[src/rtl/headgen_pkg.sv]
// headgen_pkg: shared encodings for the microcode header generator.
// Optional checksum byte is enabled with HEADGEN_CHKSUM_EN.
package headgen_pkg;

  typedef enum logic {
    ST_IDLE = 1'b0,
    ST_RUN  = 1'b1
  } state_e;

  function automatic int last_bit(input int dw);
    return dw + 1;
  endfunction

  function automatic int fsel_bit(input int dw);
    return dw;
  endfunction

  function automatic int sel_w(input int n);
    return $clog2(n);
  endfunction

endpackage

[src/rtl/headgen_word_resolve.sv]
// headgen_word_resolve: turns one microcode word plus the
// snapshot of dynamic sources into an output byte.
module headgen_word_resolve
  import headgen_pkg::*;
#(
  parameter int DATA_W = 8,
  parameter int DYN_CH = 4
) (
  input  logic [DATA_W+1:0]        word_i,
  input  logic [DYN_CH*DATA_W-1:0] snap_i,
  output logic [DATA_W-1:0]        byte_o
);

  localparam int SW = sel_w(DYN_CH);
  localparam int FB = fsel_bit(DATA_W);
  localparam int LB = last_bit(DATA_W);

  logic [SW-1:0] sel;
  logic          unused_last;

  assign sel         = word_i[SW-1:0];
  assign unused_last = word_i[LB];

  always_comb begin
    byte_o = word_i[DATA_W-1:0];
    unique case (1'b1)
      word_i[FB]: byte_o = snap_i[sel*DATA_W +: DATA_W];
      default:    byte_o = word_i[DATA_W-1:0];
    endcase
  end

endmodule

[src/rtl/headgen_seq_engine.sv]
// headgen_seq_engine: steps a microcode header program and streams
// bytes with valid/ready. HEADGEN_CHKSUM_EN appends an XOR byte.
module headgen_seq_engine
  import headgen_pkg::*;
#(
  parameter int DATA_W     = 8,
  parameter int DYN_CH     = 4,
  parameter int PROG_DEPTH = 64,
  parameter int ADDR_W     = $clog2(PROG_DEPTH)
) (
  input  logic                     clk,
  input  logic                     rst_n,
  input  logic                     prog_we,
  input  logic [ADDR_W-1:0]        prog_addr,
  input  logic [DATA_W+1:0]        prog_wdata,
  input  logic                     start,
  input  logic [ADDR_W-1:0]        start_addr,
  input  logic [DYN_CH*DATA_W-1:0] dyndata_in,
  output logic [DATA_W-1:0]        out_data,
  output logic                     out_valid,
  output logic                     out_last,
  input  logic                     out_ready,
  output logic                     busy,
  output logic                     done,
  output logic                     err
);

  localparam int WW = DATA_W + 2;
  localparam int LB = last_bit(DATA_W);

  logic [WW-1:0]            mem_q [PROG_DEPTH];
  state_e                   state_q;
  logic [ADDR_W-1:0]        pc_q;
  logic [WW-1:0]            word_q;
  logic [DYN_CH*DATA_W-1:0] snap_q;
  logic [DATA_W-1:0]        out_data_q;
  logic [DATA_W-1:0]        csum_q;
  logic                     out_valid_q;
  logic                     out_last_q;
  logic                     busy_q;
  logic                     done_q;
  logic                     err_q;
  logic                     end_q;

  logic [ADDR_W-1:0]        pc_d;
  logic [WW-1:0]            word_d;
  logic [DATA_W-1:0]        byte_d;
  logic                     at_top;
  logic                     last_d;
  logic                     accept;
  logic                     run;

  assign run    = (state_q == ST_RUN);
  assign accept = out_valid_q & out_ready;

  // First word comes from word_q so a same-cycle write cannot leak in.
  always_comb begin
    pc_d   = out_valid_q ? pc_q + 1'b1 : pc_q;
    word_d = out_valid_q ? mem_q[pc_d] : word_q;
    at_top = (pc_d == ADDR_W'(PROG_DEPTH - 1));
    last_d = word_d[LB] | at_top;
  end

  headgen_word_resolve #(
    .DATA_W (DATA_W),
    .DYN_CH (DYN_CH)
  ) u_resolve (
    .word_i (word_d),
    .snap_i (snap_q),
    .byte_o (byte_d)
  );

  always_ff @(posedge clk) begin
    if (rst_n && prog_we && !run) begin
      mem_q[prog_addr] <= prog_wdata;
    end
  end

  always_ff @(posedge clk) begin
    if (!rst_n) begin
      state_q     <= ST_IDLE;
      pc_q        <= '0;
      word_q      <= '0;
      snap_q      <= '0;
      out_data_q  <= '0;
      csum_q      <= '0;
      out_valid_q <= 1'b0;
      out_last_q  <= 1'b0;
      busy_q      <= 1'b0;
      done_q      <= 1'b0;
      err_q       <= 1'b0;
      end_q       <= 1'b0;
    end else begin
      done_q <= 1'b0;
      if (run && (start || prog_we)) begin
        err_q <= 1'b1;
      end
      unique case (state_q)
        ST_IDLE: begin
          if (start) begin
            snap_q  <= dyndata_in;
            pc_q    <= start_addr;
            word_q  <= mem_q[start_addr];
            csum_q  <= '0;
            end_q   <= 1'b0;
            busy_q  <= 1'b1;
            state_q <= ST_RUN;
          end
        end
        ST_RUN: begin
          if (!out_valid_q || accept) begin
            if (out_valid_q && out_last_q) begin
              state_q     <= ST_IDLE;
              out_valid_q <= 1'b0;
              out_last_q  <= 1'b0;
              busy_q      <= 1'b0;
              done_q      <= 1'b1;
            end
`ifdef HEADGEN_CHKSUM_EN
            else if (out_valid_q && end_q) begin
              out_data_q <= csum_q ^ out_data_q;
              out_last_q <= 1'b1;
            end
`endif
            else begin
              pc_q        <= pc_d;
              out_data_q  <= byte_d;
              out_valid_q <= 1'b1;
              end_q       <= last_d;
              if (out_valid_q) begin
                csum_q <= csum_q ^ out_data_q;
              end
              if (at_top && !word_d[LB]) begin
                err_q <= 1'b1;
              end
`ifdef HEADGEN_CHKSUM_EN
              out_last_q <= 1'b0;
`else
              out_last_q <= last_d;
`endif
            end
          end
        end
      endcase
    end
  end

  assign out_data  = out_data_q;
  assign out_valid = out_valid_q;
  assign out_last  = out_last_q;
  assign busy      = busy_q;
  assign done      = done_q;
  assign err       = err_q;

endmodule

[config.mk]
export PLATFORM = sky130hd
export DESIGN_NAME = headgen_seq_engine
export DESIGN_NICKNAME = d
export VERILOG_FILES = /design/src/rtl/headgen_pkg.sv /design/src/rtl/headgen_word_resolve.sv /design/src/rtl/headgen_seq_engine.sv
export SDC_FILE = /design/constraint.sdc
export NUM_CORES = 1
export LEC_CHECK = 0
export CORE_ASPECT_RATIO = 1.4
export CORE_MARGIN = 2
export CORE_UTILIZATION = 40
export DETAILED_ROUTE_END_ITERATION = 8
export GPL_TIMING_DRIVEN = 0
export PLACE_DENSITY = 0.55
export SLEW_MARGIN = 20
export SYNTH_ARGS = -nofsm -noshare
export SYNTH_HDL_FRONTEND = slang
export SYNTH_HIERARCHICAL = 1
export SYNTH_SLANG_ARGS = --single-unit
[constraint.sdc]
create_clock -name clk -period 7.6 [get_ports clk]
set_clock_uncertainty 0.1 [all_clocks]
set_input_delay 1.52 -clock clk [delete_from_list [all_inputs] [get_ports clk]]
set_output_delay 1.52 -clock clk [all_outputs]
set_load 0.02 [all_outputs]
======== Word level (Yosys, flattened, before mapping) ========
Memories as Yosys holds them, arrays and structs flattened. A register that Yosys moved wholly into a read port is not among the register bits.
Index checks and enable logic that the tools add are counted.
word-level totals
  input bits .............................. 59
  memories kept ........................... 1
  output and inout port bits .............. 13
  word-level logic and storage cells ...... 62
  memory bits (writable) .................. 640
  register bits after elaboration ......... 52
cells by class
  multiplexer cells ....................... 24
  $add $sub $neg .......................... 1
  reduce and logical (&&, ||, !) cells .... 17
  shift operators ......................... 1
  bitwise logic cells ..................... 4
  equal/unequal tests ..................... 5
memories
  memory  depth  width  rd ports  clocked after Yosys merged registers in  write ports  line                      text
  mem_q   64     10     2         1                                        1            headgen_seq_engine.sv:31  logic [WW-1:0] mem_q [PROG_DEPTH];
operators with widths
  cell                                                                     number
  32-bit by 6-bit indexed part select with 8-bit output                    1
  6-bit 2-to-1 mux                                                         4
  1-bit 2-to-1 mux                                                         15
  6-bit one-hot mux with 2 select lines                                    1
  3-bit AND reduction                                                      4
  10-bit 2-to-1 mux                                                        1
  8-bit 2-to-1 mux                                                         1
  6-bit by 1-bit adder with 6-bit output, second input constant            1
  6-bit == test, second input constant                                     1
  1-bit logical AND                                                        5
  1-bit logical NOT                                                        4
  2-bit by 1-bit inequality test with 1-bit output, second input constant  2
  2-bit inequality test, second input constant                             2
  1-bit one-hot mux with 2 select lines                                    2
  2-bit AND reduction                                                      2
  1-bit logical OR                                                         2
  1-bit inverter                                                           2
  1-bit AND                                                                1
  1-bit bitwise OR                                                         1

======== Longest topological paths before layout ========
Gate-level depths: netlist (run 1).
An unclocked memory read counts as a cell.
  word-level depth ........................ 10
  mapped depth ............................ 18
  mapped depth without buffers ............ 12

======== Hierarchy ========
The synthesis (run 1) kept the hierarchy.
by module, submodules not included
  module                area an instance (um^2)  seq. area each (um^2)  instances  cells each
  headgen_seq_engine    32,265.9                 20,459.6               1          1,805
  headgen_word_resolve  350.3                    0.0                    1          38

======== Worst setup path after synthesis (run 1) ========
Ideal clock, no wire load.
  kind .................................... input to register
  start point ............................. input start_addr[0]
  end point ............................... register word_q[5], read port of mem_q
  data required time ...................... 7,368 ps
  path buffers ............................ 2
  setup slack ............................. 3,609 ps
  library setup time ...................... 132 ps
  arrival ................................. 3,758 ps
  stages on the path ...................... 7
  cell sequence ........................... buf_2 > buf_1 > mux4_2 > mux4_2 > mux4_2 > nand2_1 > a21oi_1
RTL lines
  item         line                      text
  from (decl)  headgen_seq_engine.sv:17  input logic [ADDR_W-1:0] start_addr,
  to (decl)    headgen_seq_engine.sv:34  logic [WW-1:0] word_q;

======== Final worst setup path (run 1) ========
  start point ............................. register pc_q[1]
  end point ............................... register out_data_q[0] (netlist: out_data[0])
on the way
  cells in the longest elaborated chain, start to end .. 6
ends and longest elaborated chain
  item                                                       line                        text
  from (decl)                                                headgen_seq_engine.sv:33    logic [ADDR_W-1:0] pc_q;
  from (signal assigned)                                     headgen_seq_engine.sv:102   pc_q <= start_addr;
  from (signal assigned)                                     headgen_seq_engine.sv:126   pc_q <= pc_d;
  6-bit by 1-bit adder with 6-bit output                     headgen_seq_engine.sv:58    pc_d = out_valid_q ? pc_q + 1'b1 : pc_q;
  6-bit 2-to-1 mux (*)                                       headgen_seq_engine.sv:58
  memory 64 x 10 bit (*)                                     n/a
  10-bit 2-to-1 mux (*)                                      headgen_seq_engine.sv:59    word_d = out_valid_q ? mem_q[pc_d] : word_q;
  net word_d[1]                                              headgen_seq_engine.sv:46    logic [WW-1:0] word_d;
  32-bit by 6-bit indexed part select with 8-bit output (*)  headgen_word_resolve.sv:27  word_i[FB]: byte_o = snap_i[sel*DATA_W +: DATA_W];
  8-bit 2-to-1 mux (*)                                       headgen_word_resolve.sv:26  unique case (1'b1)
  net byte_d[0]                                              headgen_seq_engine.sv:47    logic [DATA_W-1:0] byte_d;
  to (signal assigned)                                       headgen_seq_engine.sv:127   out_data_q <= byte_d;
  to (decl)                                                  headgen_seq_engine.sv:36    logic [DATA_W-1:0] out_data_q;
The timed path passes the listed nets; every way through them passes the cells marked *.
A chain may end at the register's enable or synchronous reset.

==> out/qor.tcl, run 1 <==
set qor(core_region_area_um2) 80490
set qor(clock_sink_count) 702
set qor(worstSkewPairLatency_ns) 0.64
set qor(place_inst) 2974
set qor(grt_start_max_net_pins) 65
set qor(reg2reg_from) {pc_q[1]}
set qor(design.portCount) 72
set qor(stdcell_area_um2) 36930
set qor(synthCells) 1842
set qor(busiest_layer) {met2}
set qor(grtUsageMet3_pct) 4.997
set qor(cpPeakStageDelay_ns) 0.93
set qor(cts_setup_buffers) 0
set qor(layout.cells.most_common) {sky130_fd_sc_hd__edfxtp_1}
set qor(syn-num-nets) 1902
set qor(rsz0062_at_grt) {false}
set qor(detail_route.drc_violations) 0
set qor(mappedNetlistArea_um2) 32610
set qor(path_delay_family) {multiplexers}
set qor(tritoncts.num_buffers) 70
set qor(antenna_found_initial) 1
set qor(timing.critical_path.arrival_ns) 5.98
set qor(hold_slack_ns) 0.3540
set qor(drt-initial-drc-count) 2461
set qor(slowest_stage) {sky130_fd_sc_hd__clkbuf_1}
set qor(avgSynthCellArea_um2) 17.70
set qor(post_drt_via_cell_ratio) 6.335
set qor(finalWirelength_mm) 113.3
set qor(worstSetupPathType) {flop to flop}
set qor(utilization_pct) 45.88
set qor(fin_ws_ns) 2.001
set qor(cts.clk_slew.worst_paths_ns) 0.07
set qor(die_width_um) 245.3
set qor(critical_path_cell_count) 14
set qor(grt_use_met1_pct) 33.86
set qor(timing.critical_path.mode_cell) {sky130_fd_sc_hd__clkbuf_1}
set qor(clock_tree.htree_level_count) 3
set qor(crit_path_start_kind) {flop}
set qor(grt_remaining_overflow) 0
set qor(met2_usage_pct) 45.12
set qor(layout-drive-gt1-share_pct) 26.67
set qor(crit_end) {out_data[0]}
set qor(starting_density_pct) 40.52
set qor(dpl.hpwl_mm) 83.72
set qor(r2r_cells) 14
set qor(critical_path.endpoint_type) {flop}
set qor(critPathMaxFanout) 10
set qor(setup_slack_reg_to_reg_ns) 2.00
set qor(required_time_at_the_worst_slack_endpoint_ns) 7.98
set qor(grt_pass1_wl_mm) 156.7
set qor(buf_inv_on_cp) 2
set qor(n_fill_cell) 6906
set qor(cts-hold-fix-buffers) 0
set qor(cp-startpoint) {pc_q[1]}
set qor(slew-limit-headroom_pct) 20.76
set qor(cp_cell_sequence) {ha_1, mux2i_4, clkbuf_1, clkbuf_1, mux4_2, nand2_1, nand3_1, nand4_1, o211ai_1, mux2_2, o21ai_0, o31ai_1, mux2i_1, nor2_1}
set qor(groute.usage.overall_pct) 27.33
set qor(finalPower_mw) 9.013
set qor(multi_input_area_um2) 11550
set qor(power.density_nw_per_um2) 244.0
set qor(final.period_utilization_pct) 73.67
set qor(first_global_vias) 19850
set qor(clock-root-buffer) {sky130_fd_sc_hd__clkbuf_16}
set qor(run_status) {complete, no violations}
set qor(placed_cell_area_um2) 34680
set qor(number_of_setup_violations_in_the_final_report) 0
set qor(cts-resized-gates) 0
set qor(worstHoldPathType) {flop to flop}
set qor(layout.cells.most_common_list) {sky130_fd_sc_hd__edfxtp_1, sky130_fd_sc_hd__mux4_2, sky130_fd_sc_hd__nand2_1}
set qor(finish.net_count) 2045
set qor(leakage_nw) 11.55
set qor(drt-pass1-iter-count) 5
set qor(syn_to_final_growth_pct) 13.24
set qor(timing.final.hold_violations) 0
set qor(tritoncts) {done}
set qor(worst_pin_slew_ns) 1.184
set qor(fmax_mhz) 178.6
set qor(row_count) 123
set qor(route.vias.total) 19630
set qor(final_max_slew_viol_count) 0
set qor(floorplan.die_area_um2) 83860
set qor(maxCapViolations) 0
set qor(port-buffer-count) 64
set qor(fp.dieH_um) 341.9
set qor(count_of_synthesis_stage_warnings_from_yosys) 6
set qor(antenna_left) 0
set qor(hold_path.startpoint) {snap_q[19]}
set qor(finalNonFillerCells) 3099
set qor(fin_crit_ns) 5.599
set qor(area.sequential_um2) 20460
set qor(cts_max_path_buffers) 3
set qor(routed_wire_length_per_instance_um) 36.58
set qor(irDropWorstVdd_mv) 0.1411
set qor(globalplace.congestion) 0.9633
set qor(finalSetupTns_ns) 0
set qor(worst_slack_at_placement_ns) 2.157
set qor(crit-reg2reg-capture) {out_data[0]}
==> where the power goes <==
group | internal (mW) | switching (mW)
combinational | 0.508 | 0.812
sequential | 4.23 | 0.0173
clock | 1.94 | 1.50
total | 6.68 | 2.33
==> cell type report <==
type	count	area share (%)
Timing Repair Buffer	71	1.989
Multi-Input combinational cell	998	31.28
Tap cell	1062	3.598
Clock inverter	30	0.7386
Buffer	137	1.677
Inverter	5	0.05082
Sequential cell	702	55.40
Antenna cell	1	0.006776
Clock buffer	93	5.265
==> worst reg2reg max path: cells and delay by family, from the launching register on <==
| kind | cells | cell delay [ns] |
|---|---|---|
| AOI/OAI and AO/OA | 3 | 0.72 |
| DFF | 1 | 0.51 |
| buffers and inverters | 2 | 1.53 |
| adders and majority gates | 1 | 0.33 |
| and+or+nand+nor | 4 | 0.55 |
| muxes | 4 | 1.73 |
==> state kept, by name (all words and copies together), names as in the netlist <==
name / cells
snap_q: 32
out_valid: 1
run: 1
out_last: 1
mem_q: 640
err: 1
done: 1
word_q: 10
out_data: 8
busy: 1
pc_q: 6
==> worst min path at each step <==
stage                     cells past startpoint    endpoint
after floorplan                               2  snap_q[14]
after global placement                        2   word_q[2]
after detailed placement                      2  snap_q[19]
after CTS                                     2  snap_q[19]
after global routing                          2   word_q[3]
final                                         2  snap_q[19]
==> per-layer routing <==
metal  share of wire [%]  wire length [µm]
met5               0.011                13
met4                 6.5              7330
met3                 7.3              8294
met2                  49             55720
met1                  37             41990
Power figures use the tool's default switching activity.
==> run 2, diff against run 1 <==
- clock period: 7.6 -> 5.8 ns (I/O delays scaled with it)
==> results of run 2 <==
Same layout as run 1 (identical final DEF). Status: complete, no violations.
Among the figures that moved: setup slack after placement 2.157 ns -> 0.3590 ns; setup slack after layout 2.001 ns -> 0.2008 ns; register-to-register setup slack 2.00 ns -> 0.20 ns; total power 9.013 mW -> 11.81 mW; worst IR drop on VDD 0.1411 mV -> 0.1849 mV
